<file path="src/rtl/dcache_writeback_unit.sv">
// D-cache victim writeback: reads one line from the data array and streams it to memory.
// Define DCACHE_WB_PERF_EN to build the memory-side stall cycle counter.
module dcache_writeback_unit #(
  parameter int LINE_WORDS = 16,
  parameter int BUF_DEPTH  = 3,
  parameter int NWAYS      = 4
) (
  input  logic        clock,
  input  logic        reset_n,
  input  logic        io_req_valid,
  output logic        io_req_ready,
  input  logic [5:0]  io_req_bits_idx,
  input  logic [19:0] io_req_bits_tag,
  input  logic [3:0]  io_req_bits_way_en,
  output logic        io_data_req_valid,
  input  logic        io_data_req_ready,
  output logic [11:0] io_data_req_bits_addr,
  output logic        io_data_req_bits_write,
  output logic [31:0] io_data_req_bits_wdata,
  output logic [3:0]  io_data_req_bits_eccMask,
  output logic [3:0]  io_data_req_bits_way_en,
  input  logic [31:0] io_data_resp_0,
  input  logic [31:0] io_data_resp_1,
  input  logic [31:0] io_data_resp_2,
  input  logic [31:0] io_data_resp_3,
  output logic        io_mem_valid,
  input  logic        io_mem_ready,
  output logic [31:0] io_mem_bits_addr,
  output logic [31:0] io_mem_bits_data,
  output logic        io_mem_bits_last,
  output logic        io_done,
  output logic [15:0] io_perf_stall_cycles
);

  localparam int WW = $clog2(LINE_WORDS);
  localparam int PW = $clog2(BUF_DEPTH);
  localparam int OW = $clog2(BUF_DEPTH + 1);
  localparam int CW = OW + 1;

  typedef enum logic {IDLE, ACTIVE} state_t;

  state_t            state, state_nx;
  logic [5:0]        idx_q;
  logic [19:0]       tag_q;
  logic [NWAYS-1:0]  way_q;
  logic [WW-1:0]     rd_cnt, wr_cnt;
  logic              rd_fin, inflight, done_q;
  logic [31:0]       fifo [BUF_DEPTH];
  logic [PW-1:0]     wptr, rptr;
  logic [OW-1:0]     occ;
  logic [CW-1:0]     credit;
  logic [31:0]       resp [NWAYS];
  logic [31:0]       resp_sel;
  logic              accept, rd_fire, push, pop, last_fire;

  assign resp[0] = io_data_resp_0;
  assign resp[1] = io_data_resp_1;
  assign resp[2] = io_data_resp_2;
  assign resp[3] = io_data_resp_3;

  always_comb begin
    resp_sel = '0;
    for (int i = 0; i < NWAYS; i++)
      if (way_q[i]) resp_sel = resp_sel | resp[i];
  end

  // credit uses registered occupancy, so a same-cycle pop never frees a slot
  assign credit    = CW'(occ) + CW'(inflight);
  assign accept    = io_req_valid & io_req_ready;
  assign rd_fire   = io_data_req_valid & io_data_req_ready;
  assign push      = inflight;
  assign pop       = io_mem_valid & io_mem_ready;
  assign last_fire = pop & io_mem_bits_last;

  assign io_data_req_valid        = (state == ACTIVE) & ~rd_fin &
                                    (credit < CW'(BUF_DEPTH));
  assign io_data_req_bits_addr    = {idx_q, rd_cnt, 2'b00};
  assign io_data_req_bits_write   = 1'b0;
  assign io_data_req_bits_wdata   = '0;
  assign io_data_req_bits_eccMask = '0;
  assign io_data_req_bits_way_en  = way_q;

  assign io_mem_valid     = (occ != '0);
  assign io_mem_bits_addr = {tag_q, idx_q, wr_cnt, 2'b00};
  assign io_mem_bits_data = fifo[rptr];
  assign io_mem_bits_last = (wr_cnt == WW'(LINE_WORDS - 1));
  assign io_done          = done_q;

  always_ff @(posedge clock or negedge reset_n) begin
    if (!reset_n) state <= IDLE;
    else          state <= state_nx;
  end

  always_comb begin
    state_nx     = state;
    io_req_ready = 1'b0;
    unique case (state)
      IDLE: begin
        io_req_ready = 1'b1;
        if (io_req_valid) state_nx = ACTIVE;
      end
      ACTIVE: if (last_fire) state_nx = IDLE;
      default: state_nx = IDLE;
    endcase
  end

  always_ff @(posedge clock or negedge reset_n) begin
    if (!reset_n) begin
      idx_q    <= '0;
      tag_q    <= '0;
      way_q    <= '0;
      rd_cnt   <= '0;
      wr_cnt   <= '0;
      rd_fin   <= 1'b0;
      inflight <= 1'b0;
      done_q   <= 1'b0;
      wptr     <= '0;
      rptr     <= '0;
      occ      <= '0;
      for (int i = 0; i < BUF_DEPTH; i++) fifo[i] <= '0;
    end else begin
      if (accept) begin
        idx_q  <= io_req_bits_idx;
        tag_q  <= io_req_bits_tag;
        way_q  <= io_req_bits_way_en;
        rd_cnt <= '0;
        wr_cnt <= '0;
        rd_fin <= 1'b0;
      end
      if (rd_fire) begin
        rd_cnt <= rd_cnt + 1'b1;
        if (rd_cnt == WW'(LINE_WORDS - 1)) rd_fin <= 1'b1;
      end
      inflight <= rd_fire;
      done_q   <= last_fire;
      if (push) begin
        fifo[wptr] <= resp_sel;
        wptr <= (wptr == PW'(BUF_DEPTH - 1)) ? '0 : wptr + 1'b1;
      end
      if (pop) begin
        rptr   <= (rptr == PW'(BUF_DEPTH - 1)) ? '0 : rptr + 1'b1;
        wr_cnt <= wr_cnt + 1'b1;
      end
      case ({push, pop})
        2'b10:   occ <= occ + 1'b1;
        2'b01:   occ <= occ - 1'b1;
        default: occ <= occ;
      endcase
    end
  end

`ifdef DCACHE_WB_PERF_EN
  logic [15:0] stall_q;

  always_ff @(posedge clock or negedge reset_n) begin
    if (!reset_n)
      stall_q <= '0;
    else if (io_mem_valid & ~io_mem_ready & (stall_q != 16'hFFFF))
      stall_q <= stall_q + 1'b1;
  end

  assign io_perf_stall_cycles = stall_q;
`else
  assign io_perf_stall_cycles = 16'h0;
`endif

endmodule

</file>
<file path="config.mk">
export PLATFORM = sky130hd
export DESIGN_NAME = dcache_writeback_unit
export DESIGN_NICKNAME = d
export VERILOG_FILES = /design/src/rtl/dcache_writeback_unit.sv
export SDC_FILE = /design/constraint.sdc
export NUM_CORES = 1
export LEC_CHECK = 0
export ABC_AREA = 1
export BUFFER_PORTS_ARGS = -buffer_cell sky130_fd_sc_hd__buf_4
export CORE_AREA = 5 5 181 139
export DETAILED_ROUTE_END_ITERATION = 6
export DIE_AREA = 0 0 186 144
export PLACE_DENSITY = 0.7
export SLEW_MARGIN = 40
export SYNTH_ARGS = -nofsm -noshare
export SYNTH_HDL_FRONTEND = slang
export SYNTH_SLANG_ARGS = --single-unit
export TNS_END_PERCENT = 5
</file>
<file path="constraint.sdc">
create_clock -name clock -period 3.09 [get_ports clock]
set_input_delay 0.309 -clock clock [delete_from_list [all_inputs] [get_ports clock]]
set_output_delay 0.309 -clock clock [all_outputs]
set_load 0.02 [all_outputs]
</file>
==> flow_metrics.env, run 1 <==
export IMPL_final_layout_size_suffix_gt1_share_pct=26.1
export IMPL_wl_per_cell_um=14.1
export IMPL_busiest_layer="met2"
export IMPL_clockBufferDepth=2
export IMPL_min_period_over_period_pct=75.0
export IMPL_gr_usage_met2_pct=26.1
export IMPL_syn_area_per_cell_sq_um=7.62
export IMPL_drc_errors=0
export IMPL_synth_top_area_share_pct=48.0
export IMPL_max_cap_violations=0
export IMPL_ff2ff_setup_slack_ns=1.15
export IMPL_maxSlewViolCount=0
export IMPL_gp_congestion=0.788
export IMPL_first_iter_violations=347
export IMPL_pin_count=301
export IMPL_internal_power_w=0.00598
export IMPL_p_leak_nw=5.32
export IMPL_clock_latency_ns=0.42
export IMPL_via_per_inst=4.45
export IMPL_cts_htree_levels=4
export IMPL_core_sq_um=23400
export IMPL_setup_ws_ns=0.773
export IMPL_crit_path_end="io_mem_bits_data[14]"
export IMPL_netlist_area_sq_um=7510
export IMPL_placedCellCount=1483
export IMPL_nets=1366
export IMPL_synthArstFlopShare_pct=100
export IMPL_setup_violations=0
export IMPL_yosysUniqueCellTypes=25
export IMPL_yosysSeqAreaShare_pct=48.0
export IMPL_ctsRootBufferMaster="clkbuf_16"
export IMPL_swShare_pct=44.1
export IMPL_start_util_pct=32.1
export IMPL_die_h_um=144
export IMPL_worst_slew_pin_slew_ns=0.707
export IMPL_critPathMaxFanout=19
export IMPL_grt_ovfl_total=0
export IMPL_dr_pass1_iters=5
export IMPL_grt_pass1_vias=6419
export IMPL_grt_usage_pct=16.0
export IMPL_synth_most_common_cell="nand2_1"
export IMPL_relSlewSlack_pct=52.9
export IMPL_ctsResizeCount=0
export IMPL_period_minus_slack_ns=2.32
export IMPL_hold_violations=0
export IMPL_hold_path_class="in2reg"
export IMPL_ff2ff_path_depth=7
export IMPL_grt_first_pass_wirelength_um=34200
export IMPL_dieArea_sq_um=26800
export IMPL_switchingPower_w=0.00472
export IMPL_postCtsSetupBuffers=0
export IMPL_place_hpwl_um=15600
export IMPL_synth_seq_cells=144
export IMPL_cp_required_ns=2.78
export IMPL_fin_worst_skew_ns=0.0110
export IMPL_ir_drop_mv=0.435
export IMPL_yosys_top_cells_area="dfrtp_1 48%, nand2_1 23%, buf_4 6.4%"
export IMPL_finalNonFillerCells=1517
export IMPL_cts_buffers=17
export IMPL_final_util_pct=42.3
export IMPL_drtAntennaViolNets=0
export IMPL_yosys_area_top_type="dfrtp_1"
export IMPL_grt_use_met3_pct=4.12
export IMPL_wl_um=21400
export IMPL_syn_inst=985
export IMPL_use_met1_pct=21.7
export IMPL_crit_type="reg2out"
export IMPL_seqPwrFrac_pct=32.4
export IMPL_cts_tree="done"
export IMPL_place_ws_ns=1.12
export IMPL_synth_main_ff_cell="dfrtp_1"
export IMPL_rows=49
export IMPL_run_status="completed"
export IMPL_startpoint="rptr[0]$_DFFE_PN0P_"
export IMPL_rr_startpoint="inflight$_DFF_PN0_"
export IMPL_diodes=0
export IMPL_p_clk_share_pct=19.8
export IMPL_die_w_um=186
export IMPL_portBuffers=243
export IMPL_cp_end_kind="output port"
export IMPL_cts_sinks=144
export IMPL_grt_max_degree=67
export IMPL_power_density_nw_per_um2=1080
export IMPL_fmax_mhz=432
export IMPL_clk_pin_slew_worst_paths_ns=0.06
export IMPL_synth_commonest_cells="470 x nand2_1, 144 x dfrtp_1, 72 x nand3_1"
export IMPL_arrival_ns=2.01
export IMPL_comb_power_share_pct=47.8
export IMPL_antenna_found_initial=0
export IMPL_worstSetupStartpointType="flip-flop"
export IMPL_synth_edf_count=0
export IMPL_rsz0062_at_grt="no"
export IMPL_ys_warn_count=0
export IMPL_tns_ns=0
export IMPL_vias=6751
export IMPL_r2r_end="rd_cnt[2]$_DFFE_PN0P_"
export IMPL_area_growth_pct=31.9
per-layer routing:
metal	share of wire (%)	vias to the layer above
met5	0	-
met4	1.1	0
met3	5.5	14
met2	48	182
met1	46	3139
li1	-	3416
worst max-delay path: stages, from the launching register on:
cell     delay, ns
dfrtp_1       0.46
inv_2         0.08
nor2_4        0.38
buf_4         0.33
nand2_1       0.07
nand3_1       0.11
buf_4         0.15
power groups by stage:
stage	Clock, W	Combinational, W	Sequential (W)
2_1_floorplan	0	0.00326	0.00346
3_3_place_gp	0	0.00507	0.00347
3_5_place_dp	0	0.00515	0.00348
6_report	0.00212	0.00512	0.00347
4_1_cts	0.00219	0.00517	0.00346
5_1_grt	0.00228	0.00573	0.00360
cell families (layout without fill, tap and decap cells):
| kind of cell | Yosys count | after routing | synth area share [%] |
|---|---|---|---|
| buffers and inverters | 135 | 305 | 11.6 |
| other | 1 | 57 | 0.0499 |
| and+or+nand+nor | 591 | 591 | 31.3 |
| AOI/OAI and AO/OA | 106 | 106 | 7.92 |
| xor gates and xnor gates | 3 | 3 | 0.350 |
| DFF | 144 | 144 | 48.0 |
| adders and majority gates | 5 | 5 | 0.833 |
registers in the layout, summed over array words and instances (netlist names), 2 cells and up:
| name | cells |
|---|---|
| rptr | 2 |
| wr_cnt | 4 |
| io_data_req_bits_way_en | 4 |
| wptr | 2 |
| idx_q | 6 |
| occ | 2 |
| rd_cnt | 4 |
| tag_q | 20 |
| fifo | 96 |
timing repair:
item / in CTS / in global routing
hold buffers: 1 / 0
hold endpoints to repair: 64 / 0
setup endpoints to repair: 0 / 0
worst min path at each step:
stage | from | endpoint | slack, ns | depth (start not counted)
after floorplan | reset_n | fifo[0]$_DFFE_PN0P_ | 0.01 | 0
after global placement | reset_n | fifo[25]$_DFFE_PN0P_ | 0.36 | 1
after detailed placement | reset_n | fifo[25]$_DFFE_PN0P_ | 0.37 | 1
after CTS | io_req_bits_tag[10] | tag_q[10]$_DFFE_PN0P_ | 0.1 | 3
after global routing | io_req_bits_way_en[1] | io_data_req_bits_way_en[1]$_DFFE_PN0P_ | 0.11 | 3
final | io_req_bits_idx[1] | idx_q[1]$_DFFE_PN0P_ | 0.12 | 3
stage by stage:
stage / hold WS, ns / cell area [sq um] / power, W
floorplan: 0.0134 / 7720 / 0.00672
global placement: 0.361 / 9250 / 0.00854
detailed placement: 0.368 / 9250 / 0.00863
CTS: 0.0984 / 9870 / 0.0108
global route: 0.105 / 9910 / 0.0116
finish: 0.120 / 9910 / 0.0107
layout by cell type (no fill, tap or decap), drive strengths merged:
master | Yosys | routed
bufinv | 0 | 3
nand3 | 75 | 75
nor2 | 41 | 41
ha | 5 | 5
a21oi | 2 | 2
dfrtp | 144 | 144
buf | 105 | 255
nand2 | 470 | 470
clkbuf | 13 | 18
clkinvlp | 0 | 3
o21ai | 104 | 104
nor3 | 1 | 1
conb | 1 | 57
xnor2 | 2 | 2
inv | 17 | 22
dlygate4sd3 | 0 | 1
clkinv | 0 | 3
nand4 | 3 | 3
xor2 | 1 | 1
or2 | 1 | 1
area by class of cell:
class                      instances  area, sq um
multi-input combinational        762         3270
tap                              306          383
sequential                       144         3610
inverter                          17         63.8
fill                            2374        13500
timing repair buffer             256         1970
clock buffer                      18          429
clock inverter                    14          178
Power figures use the tool's default switching activity.
==> run 2, diff against run 1 <==
PLACE_DENSITY = 0.72   (was 0.7)
clock period = 1.9 ns   (was 3.09 ns; I/O delays follow)
==> run 2 against run 1 <==
Compared with the run above:
- via count grew 2.4%
- power grew 64%
- count of clock-buffer cells in the layout shrank 1
- sequential power grew 55%
- global-route usage grew 0.57 points
- non-clock buffer count grew 34
==> flow_metrics.env, run 2 (same netlist as run 1, synthesis figures left out) <==
export IMPL_run_status="completed"
export IMPL_rows=49
export IMPL_ff2ff_path_depth=7
export IMPL_via_per_inst=4.46
export IMPL_top_register="fifo"
export IMPL_fmax_mhz=549
export IMPL_grt_ovfl_total=0
export IMPL_postCtsSetupBuffers=0
export IMPL_rr_startpoint="occ[0]$_DFFE_PN0P_"
export IMPL_cts_tree="done"
export IMPL_reg_top3="fifo: 96 flops, tag_q: 20 flops, idx_q: 6 flops"
export IMPL_ff2ff_setup_slack_ns=0.26
export IMPL_antenna_found_initial=0
export IMPL_crit_cells=6
export IMPL_worstSetupStartpointType="flip-flop"
export IMPL_core_sq_um=23400
export IMPL_die_h_um=144
export IMPL_drtAntennaViolNets=0
export IMPL_nets=1400
export IMPL_rsz0062_at_grt="yes"
export IMPL_vias=6910
export IMPL_min_path_cells=3
export IMPL_fillers=2352
export IMPL_slowest_stage="dfrtp_2"
export IMPL_place_area_sq_um=9390
export IMPL_critPathMaxFanout=16
export IMPL_first_iter_violations=331
export IMPL_p_clk_share_pct=18.6
export IMPL_final_layout_size_suffix_gt1_share_pct=26.7
export IMPL_cp_top_family="buffers and inverters"
export IMPL_clock_latency_ns=0.43
export IMPL_grt_pass1_vias=6879
export IMPL_diodes=0
export IMPL_cts_htree_levels=4
export IMPL_crit_buf_inv=3
export IMPL_wl_um=21900
export IMPL_dieArea_sq_um=26800
export IMPL_min_period_over_period_pct=95.8
export IMPL_gp_congestion=0.771
export IMPL_placedCellCount=1496
export IMPL_dr_pass1_iters=4
export IMPL_max_cap_violations=0
export IMPL_crit_chain="inv_2 > nor2_4 > buf_4 > nand2_1 > nand3_1 > buf_4"
export IMPL_mostFrequentLayoutCell="nand2_1"
export IMPL_arrival_ns=1.63
export IMPL_cp_slowest_stage_delay_ns=0.43
export IMPL_cts_sinks=144
export IMPL_final_cell_area_sq_um=10200
export IMPL_clk_pin_slew_worst_paths_ns=0.07
export IMPL_crit_type="reg2out"
export IMPL_hold_violations=0
export IMPL_worst_slew_pin_slew_ns=0.657
export IMPL_setup_violations=0
export IMPL_area_growth_pct=36.3
export IMPL_grt_first_pass_wirelength_um=35400
export IMPL_r2r_end="rd_cnt[2]$_DFFE_PN0P_"
export IMPL_finalNonFillerCells=1551
export IMPL_p_leak_nw=5.46
export IMPL_cp_end_kind="output port"
export IMPL_internal_power_w=0.00968
export IMPL_cts_buffers=17
export IMPL_fin_worst_skew_ns=0.0128
export IMPL_power_total_w=0.0176
export IMPL_clockBufferDepth=2
export IMPL_mostFrequentLayoutCells="468 x nand2_1, 260 x buf_4, 142 x dfrtp_1, 72 x nand3_1, 62 x o21ai_0"
export IMPL_pin_count=301
export IMPL_switchingPower_w=0.00791
export IMPL_hold_end="idx_q[0]$_DFFE_PN0P_"
export IMPL_start_util_pct=32.1
export IMPL_hold_ws_ns=0.0143
export IMPL_final_util_pct=43.7
export IMPL_die_w_um=186
export IMPL_place_hpwl_um=15700
export IMPL_wl_per_cell_um=14.1
export IMPL_grt_usage_pct=16.6
export IMPL_ff_latch_area_sq_um=3610
export IMPL_seqPwrFrac_pct=30.5
export IMPL_relSlewSlack_pct=56.2
export IMPL_largest_register_ffs=96
export IMPL_drc_errors=0
export IMPL_hold_path_class="in2reg"
export IMPL_ctsRootBufferMaster="clkbuf_16"
export IMPL_grt_max_degree=66
export IMPL_power_density_nw_per_um2=1720
export IMPL_comb_power_share_pct=50.8
export IMPL_portBuffers=243
export IMPL_period_minus_slack_ns=1.82
export IMPL_multi_input_area_sq_um=3300
export IMPL_swShare_pct=45.0
export IMPL_maxSlewViolCount=0
export IMPL_cp_required_ns=1.71
export IMPL_crit_top_cell="buf_4"
export IMPL_ir_drop_mv=0.626
export IMPL_hold_start="io_req_bits_idx[0]"
[run 2: changes by cell type in the layout (fill, tap and decap cells not counted), moves of 2 or more]
cell           previous run  this run
nand2_1                 470       468
bufinv_16                 3         1
buf_4                   251       260
nand2_4                   0         2
clkinvlp_4                3         6
clkinv_2                  2         0
buf_12                    2         5
ha_1                      5         3
dlygate4sd3_1             1        23
[run 2: layout make-up]
cell class,instances,area share (%)
repair buffers,290,22.5
inverters,17,0.624
well taps,306,3.74
clock inverters,15,1.47
multi-input cells,762,32.2
clock buffers,17,4.16
flip-flops and latches,144,35.2
[run 2: per-stage QoR]
step	TNS (ns)	setup WS (ns)
final	0	0.0797
after global routing	-0.0747	-0.0310
after CTS	0	0.0107
after detailed placement	0	0.165
after global placement	0	0.208
after floorplan	0	0.301
[run 2: per-layer routing]
metal	routed length, um	track usage, %
met1	9910	22.2
met2	10300	26.3
met3	1370	4.95
met4	336	4.75
met5	0	0
[run 2: worst max path at each step]
stage                              startpoint               endpoint  slack, ns
after floorplan            occ[0]$_DFFE_PN0P_     occ[1]$_DFFE_PN0P_       0.30
after global placement     occ[0]$_DFFE_PN0P_  rd_cnt[3]$_DFFE_PN0P_       0.21
after detailed placement   occ[0]$_DFFE_PN0P_  rd_cnt[2]$_DFFE_PN0P_       0.17
after CTS                  occ[0]$_DFFE_PN0P_      io_data_req_valid       0.01
after global routing      rptr[0]$_DFFE_PN0P_    io_mem_bits_data[1]      -0.03
final                     rptr[0]$_DFFE_PN0P_   io_mem_bits_data[27]       0.08
[run 2: worst reg2reg max path: cells and delay by family (launching register included)]
family | cells | cell delay, ns
adders and majority gates | 2 | 0.44
DFF | 1 | 0.43
and+or+nand+nor | 5 | 0.73
[run 2: timing repair]
| action | in CTS | in global routing |
|---|---|---|
| endpoints found under the setup margin | 3 | 25 |
| pin swaps | 0 | 3 |
| endpoints found under the hold margin | 56 | 0 |
| hold buffers | 23 | 0 |
| gates resized for setup | 2 | 8 |
[run 2: power groups by stage]
stage | combinational [W] | sequential [W] | clock (W)
finish | 0.00894 | 0.00537 | 0.00328
global route | 0.00999 | 0.00556 | 0.00351
CTS | 0.00899 | 0.00536 | 0.00336
detailed placement | 0.00892 | 0.00539 | 0
global placement | 0.00875 | 0.00534 | 0
floorplan | 0.00530 | 0.00563 | 0
==> run 3, diff against run 2 <==
ABC_AREA = 0   (was 1)
CORE_AREA = 5 5 179 138   (was 5 5 181 139)
DIE_AREA = 0 0 184 143   (was 0 0 186 144)
==> run 3 against run 2 <==
Compared with the run above:
- the run now ends with setup timing left
- clock skew decreased by 0.0021 ns
- first-iteration DRC count down 27%
- core utilization rose by 2.2 points
- maximum frequency fell by 5.6%
- final area is 1.9% higher
- global-route usage grew 0.23 points
- flip-flop and latch count unchanged
- die area is 1.8% lower
- clock power rose by 8.8%
- synthesized cell count is 22% lower
- critical path type unchanged
==> flow_metrics.env, run 3 <==
export IMPL_tns_ns=-0.0278
export IMPL_drtAntennaViolNets=0
export IMPL_hold_violations=0
export IMPL_pin_count=301
export IMPL_p_clk_share_pct=18.9
export IMPL_grt_usage_pct=16.8
export IMPL_synth_commonest_cells="189 x nand2_1, 144 x dfrtp_1, 68 x buf_4"
export IMPL_internal_power_w=0.0108
export IMPL_dieArea_sq_um=26300
export IMPL_fillers=2199
export IMPL_synthArstFlopShare_pct=100
export IMPL_area_growth_pct=41.1
export IMPL_hold_start="io_data_resp_3[24]"
export IMPL_yosysUniqueCellTypes=39
export IMPL_top_register="fifo"
export IMPL_switchingPower_w=0.00803
export IMPL_grt_use_met3_pct=5.83
export IMPL_clk_pin_slew_worst_paths_ns=0.06
export IMPL_cp_required_ns=1.71
export IMPL_gp_congestion=0.761
export IMPL_synth_main_ff_cell="dfrtp_1"
export IMPL_yosys_area_share_simple_pct=13.2
export IMPL_min_period_over_period_pct=101
export IMPL_min_path_cells=3
export IMPL_worstSetupStartpointType="flip-flop"
export IMPL_wl_um=22400
export IMPL_comb_power_share_pct=51.8
export IMPL_reg_top3="fifo: 96 flops, tag_q: 20 flops, idx_q: 6 flops"
export IMPL_mostFrequentLayoutCell="buf_4"
export IMPL_mostFrequentLayoutCells="259 x buf_4, 188 x nand2_1, 141 x dfrtp_1, 63 x o21ai_1, 57 x conb_1"
export IMPL_yosys_top_cells_area="dfrtp_1 49%, nand2_1 9.6%, buf_4 6.9%"
export IMPL_r2r_end="rd_cnt[2]$_DFFE_PN0P_"
export IMPL_die_h_um=143
export IMPL_clockBufferDepth=2
export IMPL_wl_per_cell_um=16.6
export IMPL_synth_area_mux_share_pct=4.62
export IMPL_vias=6184
export IMPL_p_leak_nw=5.05
export IMPL_grt_max_degree=66
export IMPL_run_status="complete, but fails checks"
export IMPL_power_total_w=0.0189
export IMPL_rsz0062_at_grt="yes"
export IMPL_largest_register_ffs=96
export IMPL_fin_worst_skew_ns=0.0107
export IMPL_rows=48
export IMPL_use_met1_pct=21.5
export IMPL_final_util_pct=45.9
export IMPL_ys_warn_count=0
export IMPL_final_layout_size_suffix_gt1_share_pct=34.7
export IMPL_cp_end_kind="output port"
export IMPL_ir_drop_mv=0.652
export IMPL_synth_top_area_share_pct=48.8
export IMPL_setup_violations=1
export IMPL_cts_htree_levels=4
export IMPL_busiest_layer="met2"
export IMPL_slowest_stage="dfrtp_1"
export IMPL_ctsRootBufferMaster="clkbuf_16"
export IMPL_setup_ws_ns=-0.0278
export IMPL_ff2ff_path_depth=7
export IMPL_maxSlewViolCount=0
export IMPL_via_per_inst=4.60
export IMPL_seqPwrFrac_pct=29.3
export IMPL_grt_first_pass_wirelength_um=34300
export IMPL_synth_edf_count=0
export IMPL_ff2ff_setup_slack_ns=0.20
export IMPL_hold_path_class="in2reg"
export IMPL_arrival_ns=1.74
export IMPL_die_w_um=184
export IMPL_worst_slew_pin_slew_ns=0.585
export IMPL_gr_usage_met2_pct=27.8
export IMPL_cp_slowest_stage_delay_ns=0.39
export IMPL_dr_pass1_iters=4
export IMPL_crit_chain="ha_2 > ha_4 > a21o_1 > nor3_2 > buf_4"
export IMPL_diodes=0
export IMPL_period_minus_slack_ns=1.93
export IMPL_syn_inst=769
export IMPL_startpoint="inflight$_DFF_PN0_"
export IMPL_swShare_pct=42.6
export IMPL_synth_most_common_cell="nand2_1"
export IMPL_clock_latency_ns=0.42
export IMPL_start_util_pct=32.6
export IMPL_netlist_area_sq_um=7390
export IMPL_cts_tree="done"
export IMPL_grt_ovfl_total=0
export IMPL_synth_xor_area_share_pct=0.593
export IMPL_yosysSeqAreaShare_pct=48.8
export IMPL_violations="setup timing"
export IMPL_yosys_area_top_type="dfrtp_1"
export IMPL_syn_area_per_cell_sq_um=9.61
export IMPL_place_hpwl_um=15300
export IMPL_relSlewSlack_pct=61.0
export IMPL_max_cap_violations=0
export IMPL_critPathMaxFanout=2
export IMPL_rr_startpoint="inflight$_DFF_PN0_"
export IMPL_hold_end="fifo[24]$_DFFE_PN0P_"
export IMPL_crit_type="reg2out"
export IMPL_hold_ws_ns=0.0509
export IMPL_portBuffers=243
export IMPL_synth_top_family_by_area="compound AO/OA/AOI/OAI gates"
export IMPL_cts_buffers=17
export IMPL_power_density_nw_per_um2=1810
export IMPL_synth_seq_cells=144
export IMPL_nets=1200
export IMPL_first_iter_violations=241
export IMPL_grt_pass1_vias=6188
export IMPL_synth_adder_area_share_pct=0.846
export IMPL_fmax_mhz=519
export IMPL_antenna_found_initial=0
export IMPL_drc_errors=0
export IMPL_cts_sinks=144
export IMPL_core_sq_um=22700
export IMPL_synth_compound_area_share_pct=20.9
-- run 3: per-layer routing --
layer | vias up | part of all wire (%)
met5 | - | 0
met4 | 0 | 0.92
met2 | 181 | 49
met1 | 2926 | 43
met3 | 15 | 7.0
li1 | 3062 | -
-- run 3: worst max-delay path by stage --
stage	end	slack (ns)	depth (start not counted)
final	io_data_req_valid	-0.03	5
after global routing	io_data_req_valid	-0.11	5
after CTS	io_data_req_valid	-0.08	5
after detailed placement	rd_cnt[2]$_DFFE_PN0P_	0.15	5
after global placement	rd_cnt[2]$_DFFE_PN0P_	0.19	5
after floorplan	io_data_req_valid	0.15	4
-- run 3: through the flow --
step	std cells	area (sq um)	worst slack [ns]
after floorplan	825	7600	0.151
after global placement	1273	9330	0.187
after detailed placement	1273	9330	0.151
after CTS	1344	10400	-0.0830
after global routing	1345	10400	-0.106
final	1345	10400	-0.0278
-- run 3: final cells by class --
cell class	count	area, sq um	area share, %
tap	300	375	3.60
clock inverter	15	199	1.91
inverter	7	26.3	0.252
sequential	144	3610	34.6
multi-input combinational	556	3250	31.2
clock buffer	17	425	4.08
timing repair buffer	306	2540	24.3
-- run 3: cells by family (layout without fill, tap and decap cells) --
group / after synthesis / in the layout
xor+xnor: 5 / 5
simple gates: 244 / 244
mux: 34 / 34
other cells: 1 / 57
fa+ha+maj: 5 / 5
flops: 144 / 144
compound gates: 211 / 211
buf+inv: 125 / 345
-- run 3: timing repair --
item | 4_1_cts | 5_1_grt
cloned | 1 | 0
pin swaps | 3 | 3
hold buffers | 31 | 0
setup endpoints to repair | 19 | 28
resized for setup | 8 | 32
endpoints found under the hold margin | 61 | 0
setup buffers | 7 | 1
-- run 3: critical path: cells and delay by family, from the launching register on --
family          cells  cell delay (ns)
fa+ha+maj           2             0.41
simple gates        1             0.14
flops               1             0.39
buf+inv             1             0.17
compound gates      1             0.20
-- run 3: power groups by stage --
| stage | Combinational [W] | Sequential, W | Clock (W) |
|---|---|---|---|
| after floorplan | 0.00573 | 0.00569 | 0 |
| after global placement | 0.00917 | 0.00550 | 0 |
| after detailed placement | 0.00931 | 0.00557 | 0 |
| after CTS | 0.00966 | 0.00551 | 0.00366 |
| after global routing | 0.0107 | 0.00573 | 0.00381 |
| final | 0.00976 | 0.00552 | 0.00357 |
